### config.mk
export PLATFORM = sky130hd
export DESIGN_NAME = wb_cmd_master
export DESIGN_NICKNAME = d
export VERILOG_FILES = /design/src/rtl/wb_cmd_master_pkg.sv /design/src/rtl/wb_cmd_master.sv
export SDC_FILE = /design/constraint.sdc
export NUM_CORES = 1
export LEC_CHECK = 0
export ABC_CLOCK_PERIOD_IN_PS = 2600
export CAP_MARGIN = 25
export CORE_UTILIZATION = 43
export CTS_CLUSTER_DIAMETER = 120
export DETAILED_ROUTE_END_ITERATION = 10
export PLACE_DENSITY = 0.8
export SETUP_SLACK_MARGIN = 0.05
export SYNTH_ARGS = -nofsm -noshare
export SYNTH_HDL_FRONTEND = slang
export SYNTH_SLANG_ARGS = --single-unit
### constraint.sdc
create_clock -name wb_clk_i -period 2.6 [get_ports wb_clk_i]
set_input_delay 0.39 -clock wb_clk_i [delete_from_list [all_inputs] [get_ports wb_clk_i]]
set_output_delay 0.39 -clock wb_clk_i [all_outputs]
set_load 0.03 [all_outputs]
### src/rtl/wb_cmd_master_pkg.sv
// Shared types and constants for the single-transfer Wishbone command master.
package wb_cmd_master_pkg;

    localparam int WB_ADR_W = 32;
    localparam int WB_DAT_W = 32;
    localparam int WB_SEL_W = 4;
    localparam int CNT_W    = 16;

    localparam int unsigned DEFAULT_TIMEOUT = 255;

    typedef enum logic [1:0] {
        S_IDLE = 2'd0,
        S_BUS  = 2'd1,
        S_RESP = 2'd2
    } wb_state_e;

endpackage

### src/rtl/wb_cmd_master.sv
// Turns one command into one Wishbone classic cycle and returns a response,
// abandoning the cycle with an error if the slave does not ack in time.
module wb_cmd_master
    import wb_cmd_master_pkg::*;
#(
    parameter int unsigned TIMEOUT_CYCLES = DEFAULT_TIMEOUT
) (
    input  logic                wb_clk_i,
    input  logic                wb_rst_ni,

    input  logic                cmd_valid_i,
    output logic                cmd_ready_o,
    input  logic                cmd_we_i,
    input  logic [WB_ADR_W-1:0] cmd_adr_i,
    input  logic [WB_DAT_W-1:0] cmd_dat_i,
    input  logic [WB_SEL_W-1:0] cmd_sel_i,

    output logic                rsp_valid_o,
    input  logic                rsp_ready_i,
    output logic [WB_DAT_W-1:0] rsp_dat_o,
    output logic                rsp_err_o,

    output logic                wbm_cyc_o,
    output logic                wbm_stb_o,
    output logic                wbm_we_o,
    output logic [WB_ADR_W-1:0] wbm_adr_o,
    output logic [WB_DAT_W-1:0] wbm_dat_o,
    output logic [WB_SEL_W-1:0] wbm_sel_o,
    input  logic                wbm_ack_i,
    input  logic [WB_DAT_W-1:0] wbm_dat_i,

    output logic                busy_o,
    output wb_state_e           dbg_state_o
);

    localparam logic [CNT_W-1:0] TIMEOUT_LAST = CNT_W'(TIMEOUT_CYCLES - 1);

    wb_state_e           state_q,     state_d;
    logic                cyc_q,       cyc_d;
    logic                we_q,        we_d;
    logic [WB_ADR_W-1:0] adr_q,       adr_d;
    logic [WB_DAT_W-1:0] wdat_q,      wdat_d;
    logic [WB_SEL_W-1:0] sel_q,       sel_d;
    logic [CNT_W-1:0]    cnt_q,       cnt_d;
    logic                rsp_valid_q, rsp_valid_d;
    logic [WB_DAT_W-1:0] rsp_dat_q,   rsp_dat_d;
    logic                rsp_err_q,   rsp_err_d;

    // Both handshakes are strict valid/ready: a beat moves on a rising edge
    // where valid and ready are both high; a valid source holds its payload.
    // Ready is only offered in IDLE, so acceptance reduces to cmd_valid_i there.
    always_comb begin
        state_d     = state_q;
        cyc_d       = cyc_q;
        we_d        = we_q;
        adr_d       = adr_q;
        wdat_d      = wdat_q;
        sel_d       = sel_q;
        cnt_d       = cnt_q;
        rsp_valid_d = rsp_valid_q;
        rsp_dat_d   = rsp_dat_q;
        rsp_err_d   = rsp_err_q;

        case (state_q)
            S_IDLE: begin
                if (cmd_valid_i) begin
                    state_d = S_BUS;
                    cyc_d   = 1'b1;
                    we_d    = cmd_we_i;
                    adr_d   = cmd_adr_i;
                    wdat_d  = cmd_we_i ? cmd_dat_i : '0;
                    sel_d   = cmd_sel_i;
                    cnt_d   = '0;
                end
            end
            S_BUS: begin
                // Ack is checked first so it wins over a coincident timeout.
                if (wbm_ack_i || (cnt_q == TIMEOUT_LAST)) begin
                    state_d     = S_RESP;
                    cyc_d       = 1'b0;
                    we_d        = 1'b0;
                    adr_d       = '0;
                    wdat_d      = '0;
                    sel_d       = '0;
                    rsp_valid_d = 1'b1;
                    rsp_err_d   = !wbm_ack_i;
                    rsp_dat_d   = (wbm_ack_i && !we_q) ? wbm_dat_i : '0;
                end else begin
                    cnt_d = cnt_q + 1'b1;
                end
            end
            S_RESP: begin
                if (rsp_ready_i) begin
                    state_d     = S_IDLE;
                    rsp_valid_d = 1'b0;
                end
            end
            default: begin
                state_d = S_IDLE;
                cyc_d   = 1'b0;
            end
        endcase
    end

    always_ff @(posedge wb_clk_i or negedge wb_rst_ni) begin
        if (!wb_rst_ni) begin
            state_q     <= S_IDLE;
            cyc_q       <= 1'b0;
            we_q        <= 1'b0;
            adr_q       <= '0;
            wdat_q      <= '0;
            sel_q       <= '0;
            cnt_q       <= '0;
            rsp_valid_q <= 1'b0;
            rsp_dat_q   <= '0;
            rsp_err_q   <= 1'b0;
        end else begin
            state_q     <= state_d;
            cyc_q       <= cyc_d;
            we_q        <= we_d;
            adr_q       <= adr_d;
            wdat_q      <= wdat_d;
            sel_q       <= sel_d;
            cnt_q       <= cnt_d;
            rsp_valid_q <= rsp_valid_d;
            rsp_dat_q   <= rsp_dat_d;
            rsp_err_q   <= rsp_err_d;
        end
    end

    // Gating with the reset pin keeps ready low while reset is held and
    // lets it rise as soon as reset is released.
    assign cmd_ready_o = (state_q == S_IDLE) && wb_rst_ni;
    assign rsp_valid_o = rsp_valid_q;
    assign rsp_dat_o   = rsp_dat_q;
    assign rsp_err_o   = rsp_err_q;
    assign wbm_cyc_o   = cyc_q;
    assign wbm_stb_o   = cyc_q;
    assign wbm_we_o    = we_q;
    assign wbm_adr_o   = adr_q;
    assign wbm_dat_o   = wdat_q;
    assign wbm_sel_o   = sel_q;
    assign busy_o      = (state_q != S_IDLE);
    assign dbg_state_o = state_q;

endmodule
==> reports/results.env <==
MAXIMUM_NUMBER_OF_PINS_ON_ONE_NET_BEFORE_GLOBAL_ROUTE_REPAIR=70
FIRST_GLOBAL_VIAS=4771
LAYOUT.FILLER_CELLS=910
DRIVE_GT1_SHARE_PCT=7.40
REMAINING_DRC_ERRORS=0
VDD_IR_DROP_MAX_mV=0.740
WORST_PATH_LARGEST_CELL_DELAY_NS=0.69
DRT_ITER0_DRC=272
GRT_PASS1_WL_UM=23900
CTS-HOLD-FIX-BUFFERS=0
TIMING.FINAL.SETUP_VIOLATIONS=0
MIN-DELAY-PATH-CLASS='in -> async'
DIE_H_UM=113
NETLIST-CELL-TYPE-COUNT=40
SYNTH_AREA_LEADER_CELL='dfrtp_1'
PWR_DENSITY_CELL_nW_PER_UM2=1270
CP-END-KIND='output port'
TNS_NS=0
SYN_INST=508
P_LEAK_nW=3.44
CLOCKBUFFERDEPTH=2
RSZ0062_AT_GRT='false'
FINALHOLDVIOLATIONS=0
WORST_EP_ARRIVAL_TIME_NS=1.99
CLOCK_SKEW_NS=0.00884
POST-ROUTE-PERIOD-UTIL_PCT=91.4
TRACK_USAGE_PCT=24.1
LAYOUT.NETS=826
YS_SEQ_AREA_SHARE_PCT=57.9
CRITICAL_PATH_CLASS='reg -> out'
CRITICAL_PATH.REG2REG.ENDPOINT='wbm_adr_o[29]$_DFFE_PN0P_'
SYNTH_COMMON_CELLS='dfrtp_1, nand2_1, inv_1, o21ai_0'
VIAS=4687
CRITICAL_PATH_LAUNCH_POINT='dbg_state_o[0]$_DFFE_PN0P_'
CTS.CLK_SLEW.WORST_PATHS_NS=0.06
CTS_TREE='done'
ROOT_BUFFER='clkbuf_16'
CLOCK_SINK_COUNT=122
TIMING.CRITICAL_PATH.REQUIRED_NS=2.21
SYNTH_TOP_CELLS_BY_AREA='dfrtp_1, nand2_1, a32o_1'
DRT_PRE_ANTENNA_ITERS=6
N_ANTENNA_CELL=0
CRIT_PATH_CELL_TRACE='or2_2 > nor2_1 > clkdlybuf4s50_1'
MAPPEDNETLISTNETS=616
DETAIL_ROUTE.WIRELENGTH_UM=14700
CLK_LATENCY_NS=0.41
IOS=215
REGTOREGSTARTPOINT='cnt_q[0]$_DFFE_PN0P_'
MAX-CAP-VIOLATIONS=0
FINAL_CORE_UTILIZATION_PCT=68.2
SLEW_HEADROOM_PCT=46.7
STARTING_DENSITY_PCT=44.1
SYNTH_TOP_AREA_SHARE_PCT=57.9
PLACED_CELLS=845
SYNTH-ASYNC-RESET-RATIO_PCT=100
CORE_REGION_AREA_UM2=12000
FMAX_GHz=0.421
ROUTED_VIA_COUNT_DIVIDED_BY_CELL_COUNT=5.34
TIMING.REG2REG.WORST_PATH_DEPTH=7
CRIT_END='cmd_ready_o'
DIE-WIDTH_UM=113
CRITPATHMAXFANOUT=6
SYN_TO_FINAL_GROWTH_PCT=54.7
REGTOREGSETUPSLACK_NS=0.33
SYNTH-EDFF-COUNT=0
SLEW_VIOLATIONS=0
GLOBALROUTEOVERFLOWTOTAL=0
YOSYS.CELL_COUNT.TOP_TYPE='dfrtp_1'
CRITICAL-PATH-SLOWEST-CELL='clkdlybuf4s50_1'
DESIGN.DIE.AREA_UM2=12700
WORSTSETUPSTARTPOINTTYPE='flip-flop'
ANTENNA_VIOLATIONS_BEFORE_REPAIR=0
CTS.REPAIR_TIMING.SETUP_BUFFER_COUNT=0
DP_HPWL_UM=10100
POST_SYNTH.CELL_AREA_AVG_UM2=10.4
CTS.REPAIR.RESIZED=0
YS_WARN_COUNT=0
POSTSYNTH.TOPFLOPCELL='dfrtp_1'
POST_SYNTH_INSTANCE_AREA_UM2=5270
ANT_NETS=0
SYNTH.FF_LATCH_COUNT=122
ROW_COUNT=40
DETAIL_ROUTE.WL_PER_CELL_UM=16.8
INSTANCES_NO_FILL=877
PORTBUFFERS=214
CLOCK_TREE.HTREE_LEVEL_COUNT=4
RUN_STATUS='complete, no violations'
FINAL_PERIOD_MINUS_WORST_SETUP_SLACK_NS=2.38
NUMBER_OF_BUFFERS_CREATED_BY_CTS=17
WEIGHTED_CONGESTION_AT_THE_END_OF_ROUTABILITY_DRIVEN_GLOBAL_PLACEMENT=0.891
WORSTMARGINPINSLEW_NS=0.799
## where the power goes
group | switching, W | total (W) | internal [W]
Combinational | 0.00281 | 0.00478 | 0.00197
Clock | 0.000842 | 0.00242 | 0.00157
Sequential | 0.000498 | 0.00315 | 0.00265
## layout make-up
class                      instances  area (um^2)  share of cell area [%]
clock inverter                    11          144                    1.76
inverter                          45          169                    2.07
timing repair buffer             228         2280                    27.9
sequential                       122         3050                    37.4
clock buffer                      20          467                    5.72
tap                              147          184                    2.26
multi-input combinational        304         1860                    22.8
## registers in the layout, summed over array words and instances (netlist names)
name,cells
rsp_dat_o,32
wbm_adr_o,32
wbm_dat_o,32
cnt_q,16
wbm_sel_o,4
dbg_state_o,2
rsp_err_o,1
rsp_valid_o,1
wbm_cyc_o,1
wbm_we_o,1
## how the worst min path moves through the flow
stage	start	cells past startpoint	end	slack, ns
2_1_floorplan	wb_rst_ni	0	cnt_q[0]$_DFFE_PN0P_	0.09
3_3_place_gp	wbm_dat_o[16]$_DFFE_PN0P_	1	wbm_dat_o[16]$_DFFE_PN0P_	0.50
3_5_place_dp	rsp_dat_o[15]$_DFFE_PN0P_	2	rsp_dat_o[15]$_DFFE_PN0P_	0.51
4_1_cts	wb_rst_ni	2	wbm_dat_o[23]$_DFFE_PN0P_	0.19
5_1_grt	wb_rst_ni	2	wbm_dat_o[23]$_DFFE_PN0P_	0.24
6_report	wb_rst_ni	2	wbm_dat_o[23]$_DFFE_PN0P_	0.16
## critical path: cells and delay by family, from the launching register on
family	cells	cell delay, ns
buffers and inverters	1	0.69
AND/OR/NAND/NOR	2	0.46
flip-flops	1	0.43
## cell families (layout without fill, tap and decap cells)
group           count (synthesis)  after routing  share of synthesized area, %
fa+ha+maj                       2              2                         0.475
compound gates                106            106                          14.5
buf+inv                        82            304                          6.96
simple gates                  164            164                          14.1
mux                            32             32                          6.08
flops                         122            122                          57.9
## placed cells by master, fill, tap and decap left out, types with 2 or more instances in the layout
cell type	n
o21ai_0	41
nand3_1	10
clkdlybuf4s50_1	213
mux2i_1	32
a2bb2oi_1	2
a31oi_1	7
nand2b_1	4
a21oi_1	3
nand4_1	7
buf_4	13
and4_1	3
inv_1	45
o21a_1	3
o211ai_1	9
or2_2	2
clkbuf_8	3
bufinv_16	3
o221ai_1	3
a32o_1	32
nor2_1	5
nand2_1	113
dfrtp_1	122
clkinv_2	3
nor3_1	3
clkbuf_16	17
nor4_1	5
clkinvlp_4	4
ha_1	2
or4_1	4
## per-stage QoR
stage | setup slack, ns | hold WS, ns | total power [W] | area (um^2)
after floorplan | 0.577 | 0.0944 | 0.00583 | 5270
after global placement | 0.396 | 0.504 | 0.00779 | 7520
after detailed placement | 0.243 | 0.511 | 0.00793 | 7520
after CTS | 0.186 | 0.189 | 0.0104 | 8130
after global routing | 0.146 | 0.238 | 0.0109 | 8160
final | 0.225 | 0.162 | 0.0103 | 8160
## per-layer routing
layer	part of all wire [%]	vias up	global-route usage, %
li1	-	2172	-
met4	2.4	0	9.60
met1	40	2289	29.4
met3	6.9	33	7.18
met5	0	-	0
met2	50	193	40.0
(Power assumes the default switching activity.)
